<file path="src/rtl/delay_sequencer_if.sv">
// Request/counter handshake bundle between the game FSM, the delay counter and delay_sequencer.
interface delay_sequencer_if #(
    parameter int unsigned WIDTH = 12,
    parameter int unsigned PW    = 3
);
    logic             i_Start;
    logic [PW-1:0]    i_Periods;
    logic             i_Abort;
    logic [WIDTH-1:0] i_Count;
    logic             i_TwoSec;
    logic             i_RstOK;
    logic             o_ActCounter;
    logic             o_RstCounter;
    logic             o_Busy;
    logic             o_Done;
    logic             o_Err;
    logic [PW-1:0]    o_Remaining;

    modport master (
        output i_Start, i_Periods, i_Abort, i_Count, i_TwoSec, i_RstOK,
        input  o_ActCounter, o_RstCounter, o_Busy, o_Done, o_Err, o_Remaining
    );

    modport slave (
        input  i_Start, i_Periods, i_Abort, i_Count, i_TwoSec, i_RstOK,
        output o_ActCounter, o_RstCounter, o_Busy, o_Done, o_Err, o_Remaining
    );
endinterface

</file>
<file path="src/rtl/delay_sequencer.sv">
// Sequences N two-second periods on the 2 kHz delay counter: clear, wait for ack, run, repeat.
module delay_sequencer #(
    parameter int unsigned WIDTH       = 12,
    parameter int unsigned PW          = 3,
    parameter int unsigned RST_TIMEOUT = 8
) (
    input  logic           clk_2K,
    input  logic           i_ResetN,
    delay_sequencer_if.slave bus
);

    localparam int unsigned TW = $clog2(RST_TIMEOUT + 1);

    typedef enum logic [2:0] {
        S_IDLE,
        S_CLEAR,
        S_RUN,
        S_DONE,
        S_ERROR
    } state_t;

    state_t        state, next_state;
    logic [PW-1:0] remaining, next_remaining;
    logic [TW-1:0] tmo, next_tmo;

    logic act_q, rst_q, busy_q, done_q, err_q;
    logic act_c, rst_c, busy_c, done_c, err_c;
    logic clear_ack_c;

    // A stale-high ack alone is not trusted; the count must also read zero.
    assign clear_ack_c = bus.i_RstOK && (bus.i_Count == WIDTH'(0));

    // Next-state, counters and next-cycle output decode.
    always_comb begin
        next_state     = state;
        next_remaining = remaining;
        next_tmo       = tmo;

        case (state)
            S_IDLE: begin
                if (bus.i_Start) begin
                    if (bus.i_Periods != PW'(0)) begin
                        next_remaining = bus.i_Periods;
                        next_tmo       = TW'(0);
                        next_state     = S_CLEAR;
                    end else begin
                        next_state = S_DONE;
                    end
                end
            end
            S_CLEAR: begin
                if (bus.i_Abort) begin
                    next_state     = S_IDLE;
                    next_remaining = PW'(0);
                    next_tmo       = TW'(0);
                end else if (clear_ack_c) begin
                    next_state = S_RUN;
                end else if (tmo == TW'(RST_TIMEOUT - 1)) begin
                    next_state     = S_ERROR;
                    next_remaining = PW'(0);
                    next_tmo       = TW'(0);
                end else begin
                    next_tmo = tmo + TW'(1);
                end
            end
            S_RUN: begin
                if (bus.i_Abort) begin
                    next_state     = S_IDLE;
                    next_remaining = PW'(0);
                    next_tmo       = TW'(0);
                end else if (bus.i_TwoSec) begin
                    if (remaining > PW'(1)) begin
                        next_remaining = remaining - PW'(1);
                        next_tmo       = TW'(0);
                        next_state     = S_CLEAR;
                    end else begin
                        next_remaining = PW'(0);
                        next_state     = S_DONE;
                    end
                end
            end
            S_DONE: begin
                next_state = S_IDLE;
            end
            S_ERROR: begin
                if (bus.i_Abort) begin
                    next_state     = S_IDLE;
                    next_remaining = PW'(0);
                    next_tmo       = TW'(0);
                end
            end
            default: begin
                next_state     = S_IDLE;
                next_remaining = PW'(0);
                next_tmo       = TW'(0);
            end
        endcase

        act_c  = (next_state == S_RUN);
        rst_c  = (next_state == S_CLEAR);
        busy_c = (next_state == S_RUN) || (next_state == S_CLEAR);
        done_c = (next_state == S_DONE);
        err_c  = (next_state == S_ERROR);
    end

    // Outputs are registered alongside the state so they track the registered state exactly.
    always_ff @(posedge clk_2K) begin
        if (!i_ResetN) begin
            state     <= S_IDLE;
            remaining <= PW'(0);
            tmo       <= TW'(0);
            act_q     <= 1'b0;
            rst_q     <= 1'b0;
            busy_q    <= 1'b0;
            done_q    <= 1'b0;
            err_q     <= 1'b0;
        end else begin
            state     <= next_state;
            remaining <= next_remaining;
            tmo       <= next_tmo;
            act_q     <= act_c;
            rst_q     <= rst_c;
            busy_q    <= busy_c;
            done_q    <= done_c;
            err_q     <= err_c;
        end
    end

    assign bus.o_ActCounter = act_q;
    assign bus.o_RstCounter = rst_q;
    assign bus.o_Busy       = busy_q;
    assign bus.o_Done       = done_q;
    assign bus.o_Err        = err_q;
    assign bus.o_Remaining  = remaining;

endmodule

</file>
<file path="src/flat_wrapper.sv">
// flat-port wrapper written by rule: the top's interface ports become plain ports
module delay_sequencer_flat 
#(
    parameter int unsigned WIDTH       = 12,
    parameter int unsigned PW          = 3,
    parameter int unsigned RST_TIMEOUT = 8
)
  (clk_2K, i_ResetN, bus_i_Start, bus_i_Periods, bus_i_Abort, bus_i_Count, bus_i_TwoSec, bus_i_RstOK, bus_o_ActCounter, bus_o_RstCounter, bus_o_Busy, bus_o_Done, bus_o_Err, bus_o_Remaining);
  delay_sequencer_if #(.WIDTH(WIDTH), .PW(PW)) bus_i ();
  input  logic clk_2K;
  input  logic i_ResetN;
  input wire logic [$bits(bus_i.i_Start)-1:0] bus_i_Start;
  input wire logic [$bits(bus_i.i_Periods)-1:0] bus_i_Periods;
  input wire logic [$bits(bus_i.i_Abort)-1:0] bus_i_Abort;
  input wire logic [$bits(bus_i.i_Count)-1:0] bus_i_Count;
  input wire logic [$bits(bus_i.i_TwoSec)-1:0] bus_i_TwoSec;
  input wire logic [$bits(bus_i.i_RstOK)-1:0] bus_i_RstOK;
  output wire logic [$bits(bus_i.o_ActCounter)-1:0] bus_o_ActCounter;
  output wire logic [$bits(bus_i.o_RstCounter)-1:0] bus_o_RstCounter;
  output wire logic [$bits(bus_i.o_Busy)-1:0] bus_o_Busy;
  output wire logic [$bits(bus_i.o_Done)-1:0] bus_o_Done;
  output wire logic [$bits(bus_i.o_Err)-1:0] bus_o_Err;
  output wire logic [$bits(bus_i.o_Remaining)-1:0] bus_o_Remaining;
  assign bus_i.i_Start = bus_i_Start;
  assign bus_i.i_Periods = bus_i_Periods;
  assign bus_i.i_Abort = bus_i_Abort;
  assign bus_i.i_Count = bus_i_Count;
  assign bus_i.i_TwoSec = bus_i_TwoSec;
  assign bus_i.i_RstOK = bus_i_RstOK;
  assign bus_o_ActCounter = bus_i.o_ActCounter;
  assign bus_o_RstCounter = bus_i.o_RstCounter;
  assign bus_o_Busy = bus_i.o_Busy;
  assign bus_o_Done = bus_i.o_Done;
  assign bus_o_Err = bus_i.o_Err;
  assign bus_o_Remaining = bus_i.o_Remaining;
  delay_sequencer #(.WIDTH(WIDTH), .PW(PW), .RST_TIMEOUT(RST_TIMEOUT)) u_core (.clk_2K(clk_2K), .i_ResetN(i_ResetN), .bus(bus_i));
endmodule
</file>
<file path="config.mk">
export PLATFORM = sky130hd
export DESIGN_NAME = delay_sequencer_flat
export DESIGN_NICKNAME = d
export VERILOG_FILES = /design/src/rtl/delay_sequencer_if.sv /design/src/rtl/delay_sequencer.sv /design/src/flat_wrapper.sv
export SDC_FILE = /design/constraint.sdc
export NUM_CORES = 1
export LEC_CHECK = 0
export ABC_AREA = 0
export BUFFER_PORTS_ARGS = -buffer_cell sky130_fd_sc_hd__buf_2
export CORE_UTILIZATION = 35
export DETAILED_ROUTE_END_ITERATION = 8
export GPL_ROUTABILITY_DRIVEN = 0
export GPL_TIMING_DRIVEN = 0
export PLACE_DENSITY_LB_ADDON = 0.1
export SLEW_MARGIN = 5
export SYNTH_ARGS = -nofsm -noshare
export SYNTH_HDL_FRONTEND = slang
export SYNTH_SLANG_ARGS = --single-unit
</file>
<file path="constraint.sdc">
create_clock -name clk_2K -period 1.7 [get_ports clk_2K]
set_clock_uncertainty 0.05 [all_clocks]
set_input_delay 0.085 -clock clk_2K [delete_from_list [all_inputs] [get_ports clk_2K]]
set_output_delay 0.085 -clock clk_2K [all_outputs]
set_load 0.01 [all_outputs]
</file>
Word level (Yosys, flattened, before mapping)
Index checks and enable logic that the tools add are counted.
Cells by class
  add/subtract/negate cells: 2
  order comparisons: 1
  equality and inequality tests: 16
  mux-type cells: 30
  bitwise logic cells: 1
  reduce and logical (&&, ||, !) cells: 7
Operators with widths (number)
  2-to-1 mux 3 bit: 16
  2-to-1 mux 4 bit: 9
  one-hot mux 4 bit (5 select lines): 1
  one-hot mux 3 bit (5 select lines): 1
  AND reduction 7 bit: 2
  equality test 3 x 2 -> 1 bit (second input constant): 4
  logical NOT 12 bit: 1
  one-hot mux 3 bit (4 select lines): 1
  equality test 3 x 1 -> 1 bit (second input constant): 2
  equality test 3 bit (second input constant): 2
  != test 3 x 2 -> 1 bit (second input constant): 2
  != test 3 bit (second input constant): 2
  adder 4 x 1 -> 4 bit (second input constant): 1
  equality test 4 x 3 -> 1 bit (second input constant): 1
  2-to-1 mux 2 bit: 2
  != test 2 bit (second input constant): 2
  > comparator 3 x 1 -> 1 bit (second input constant): 1
  logical NOT 3 bit: 1
  nonzero test 3 bit: 1
  subtractor 3 x 1 -> 3 bit (second input constant): 1
  != test 2 x 1 -> 1 bit (second input constant): 1
  logical AND 1 bit: 1
  logical OR 1 bit: 1
  NOT 1 bit: 1
Storage, ports and cells
  register bits after elaboration: 15
  input bits: 21
  output and inout port bits: 8
  word-level logic and storage cells: 65

Longest topological paths before layout
  depth in word-level cells: 7
  depth in mapped cells: 6
  gate-level depth less buffers: 6

Least setup slack after synthesis
Ideal clock, no wire load.
  kind: register to register
  start point: register u_core.state[1]
  end point: register u_core.busy_q (netlist: u_core.bus.o_Busy)
  setup time: 0.073 ns
  arrival: 1.535 ns
  required time: 1.577 ns
  slack: 0.042 ns
  cell stages (with the launch flop): 5
  buffers on the path: 0
  period minus slack after synthesis: 1.658 ns
  path through: dfxtp_1 or4b_4 o32ai_4 o21ai_2 o22ai_2
Between the ends
  longest elaborated chain between the ends: 6
  elaborated cells between the ends (all ways): 15
  those cells by class: 5 x eq/ne; 8 x mux; 2 x reduce/logical
RTL lines
  from (decl): line delay_sequencer.sv:22  | state_t state, next_state;
  from (signal assigned): line delay_sequencer.sv:118  | state <= next_state;
  2-to-1 mux 3 bit: line delay_sequencer.sv:58  | end else if (tmo == TW'(RST_TIMEOUT - 1)) begin
  2-to-1 mux 3 bit: line delay_sequencer.sv:56  | end else if (clear_ack_c) begin
  2-to-1 mux 3 bit: line delay_sequencer.sv:52  | if (bus.i_Abort) begin
  one-hot mux 3 bit (4 select lines) (*): line delay_sequencer.sv:39  | case (state)
  equality test 3 x 2 -> 1 bit / equality test 3 x 1 -> 1 bit (equally long branches): line delay_sequencer.sv:101  | busy_c = (next_state == S_RUN) || (next_state == S_CLEAR);
  logical OR 1 bit (*): line delay_sequencer.sv:101
  to (signal assigned): line delay_sequencer.sv:123  | busy_q <= busy_c;
  to (decl): line delay_sequencer.sv:26  | logic act_q, rst_q, busy_q, done_q, err_q;
Mark *: on every way between the ends. The rest lies on a longest branch, timed or not.
A chain may end at the register's enable or synchronous reset.

Worst setup path after layout
  start point: register u_core.state[0]
  end point: register u_core.busy_q (netlist: u_core.bus.o_Busy)
Same word-level chain as after synthesis.

==> summary.md <==
| Metric | Value |
|---|---|
| Areal power density over the cells | 643.5 mW/mm^2 |
| DRC Markers | 0 |
| Chip Height | 50.35 um |
| Reg2reg path depth | 5 |
| PnR worst setup slack | 0.01974 ns |
| Endpoint arrival time on the critical path | between 1.5 and 2 ns |
| Global-route usage over all layers | 0.1778 |
| Layout overhead on the synthesized area | 44.80% |
| Final setup violating endpoints | 0 |
| Clock Sinks | 15 |
| Layout Cell Area excl Fill | 0.001185 mm^2 |
| Max-slew violations | 0 |
| Die Span X | 50.35 um |
| Most frequent cells in the layout | buf_2, dfxtp_1, inv_1 |
| Effective utilization at floorplan | 0.3699 |
| Hold Violations, Final | 0 |
| Placement Cell Area | approximately 1000 um^2 |
| CTS H-tree depth | 1 |
| Final cell count without fillers | 159 |
| Post-synthesis area per instance | 8.799 um^2 |
| Share of the clock period used by the worst path after layout | 0.9884 |
| Leading cell type in the layout, fill and taps excluded | buf_2 |
| Combined area of all synthesized cells | roughly 800 um^2 |
| Run status | completed |
| Vias | approximately 840 |
| Fraction of the yosys area taken by sequential cells | 0.3670 |
| Pre-CTS setup slack | -0.2198 ns |
| Number of global-route vias before repair | around 800 |
| First-pass GRT wire length | 3401 um |
| Inst Count DP | around 150 |
| DP HPWL | 1429 um |
| Number of antenna violations at the first check in global routing | 0 |
| Routed WL per cell | 12.54 um |
| Number of input and output port buffers inserted | 28 |
| Max Cap Violations | 0 |
| Pre-antenna DRT Iters | 4 |
| Skew-Pair Late Insertion Delay | 0.29 ns |
| Number of nets in the finished design | 155 |
| Hold WC Path Type | in -> reg |
| Overall overflow remaining after global route | 0 |
| Required time worst endpoint | about 1.8 ns |
| Top_reg_cell synth | dfxtp_1 |
| Endpoint class of the critical path | flop |
| Setup repair after global routing missed its margin | true |
| Top-level I/O count | 29 |
| Clock Path Buffers | 2 |
| Worst IR Drop VDD | 0.3454 mV |
| Initial DRC Count | 14 |
| Post-synthesis cell type count | 36 |
| Number of buffers inserted during clock tree synthesis | 3 |
| Maximum number of pins on one net before global-route repair | 11 |
| TritonCTS clock tree | done |
| Detailed-route wire length | between 1500 and 2000 um |
| Flip-flop and latch count after synthesis | 15 |
| Layout cells sized above 1 | 0.4580 |
| Pin slew with the least headroom to its limit | 0.4106 ns |
| Max Clk Rate | 595.1 MHz |
| Share of flip-flops with an asynchronous set or reset after synthesis | 0 |
| Number of antenna diodes | 0 |
| Critical Path Fanout Max | 8 |
| Cell count after synthesis | 93 |
| Total die area | 0.002535 mm^2 |
| Post-layout min period | 1.680 ns |
| Clock edge transition at the registers on the reported setup and hold paths | 0.10 ns |
| Number of nets produced by synthesis | 116 |
| Number of hold-repair buffers added at the cts stage | 0 |
| EDFF count, synth | 0 |
| Placeable Area | 0.002212 mm^2 |
| Worst slew slack as a fraction of its limit | 0.7254 |
| Clock root buffer master | clkbuf_4 |
| FP Rows | 17 |
| CP Class | reg -> reg |
| Post-detailed-route count of antenna-violating nets | 0 |
| Per-cell via count in the routed design | 5.296 |
| Warnings from Yosys | 0 |
| Category of the worst setup path launch point | flop |
| Static Leak | 0.5057 nW |
| Number of instances on the worst hold path | 3 |
final timing paths:
check             startpoint           endpoint  slack, ns
max          u_core.state[0]  u_core.bus.o_Busy       0.02
min                 i_ResetN    u_core.state[0]       0.06
max reg2reg  u_core.state[0]  u_core.bus.o_Busy       0.02
min reg2reg    u_core.tmo[3]      u_core.tmo[3]       0.45
state kept, by name, indices dropped and copies added (netlist names):
signal / cells
u_core.bus.o_Err: 1
u_core.bus.o_ActCounter: 1
u_core.tmo: 4
u_core.bus.o_Remaining: 3
u_core.bus.o_Done: 1
u_core.bus.o_Busy: 1
u_core.bus.o_RstCounter: 1
u_core.state: 3
logic make-up (layout without fill, tap and decap cells):
| group | count (synthesis) | in the layout | synth area share |
|---|---|---|---|
| flip-flops | 15 | 15 | 0.3670 |
| adder cells (fa/ha/maj) | 2 | 2 | 0.03058 |
| AO/OA/AOI/OAI | 28 | 28 | 0.2691 |
| buffers and inverters | 8 | 46 | 0.03670 |
| AND/OR/NAND/NOR | 39 | 39 | 0.2860 |
| XOR/XNOR | 1 | 1 | 0.01071 |
cells in the mapped netlist (2+ instances only):
library cell  instances  share of area
o31ai_1               4          0.037
nor2b_1               2          0.015
ha_1                  2          0.031
nor4b_1               3          0.032
or4b_4                2          0.034
o21ai_0               5          0.031
nand3_1               5          0.031
a31oi_1               2          0.015
o311a_1               2          0.024
a21boi_1              3          0.028
a21oi_1               2          0.012
o211ai_1              3          0.028
clkbuf_1              2         0.0092
nand2_1               5          0.023
inv_1                 6          0.028
nor3_1                3          0.018
o21bai_1              2          0.018
dfxtp_1              15           0.37
nor2_1                8          0.037
through the flow:
step	total power [mW]	utilization	setup TNS, ns	hold slack (ns)
3_3_place_gp	0.5296	0.4491	-1.080	0.3504
3_5_place_dp	0.5326	0.4491	-1.490	0.3544
4_1_cts	0.7542	0.4921	-0.07695	0.03573
2_1_floorplan	0.4763	-	0	0.1673
6_report	0.7625	0.5356	0	0.05515
5_1_grt	0.8080	0.5356	-0.2801	0.07086
layer usage:
metal | vias to the layer above | part of all wire | track usage
met5 | - | 0 | 0
met4 | 0 | 0.017 | 0.08333
met3 | 4 | 0.027 | 0.02727
met2 | 11 | 0.48 | 0.2933
met1 | 399 | 0.47 | 0.2251
li1 | 428 | - | -
what timing repair did:
item	CTS	global route
endpoints found under the setup margin	12	13
pin swaps	8	4
buffers inserted	3	3
gates resized for setup	11	16
power breakdown:
part,total [mW],internal [mW],leakage (nW),switching (mW)
logic,0.170,0.0836,0.364,0.0866
clock network,0.211,0.0874,0.0177,0.124
registers,0.381,0.366,0.124,0.0154
total,0.763,0.537,0.506,0.226
critical path: stages, from the launching register on:
cell     delay [ns]
dfxtp_4        0.36
or4b_4         0.56
o32ai_4        0.27
buf_12         0.16
or2_4          0.12
o22ai_2        0.05
final cells by class:
cell class / instances / area [um^2]
inverter: 6 / 22.52
multi-input combinational: 70 / 569.3
buffer: 2 / 11.26
tap: 28 / 35.03
clock buffer: 3 / 22.52
timing repair buffer: 34 / 210.2
clock inverter: 1 / 5.005
fill: 226 / 1027
sequential: 15 / 309.0
No activity file was read; power rests on OpenSTA's default activity.
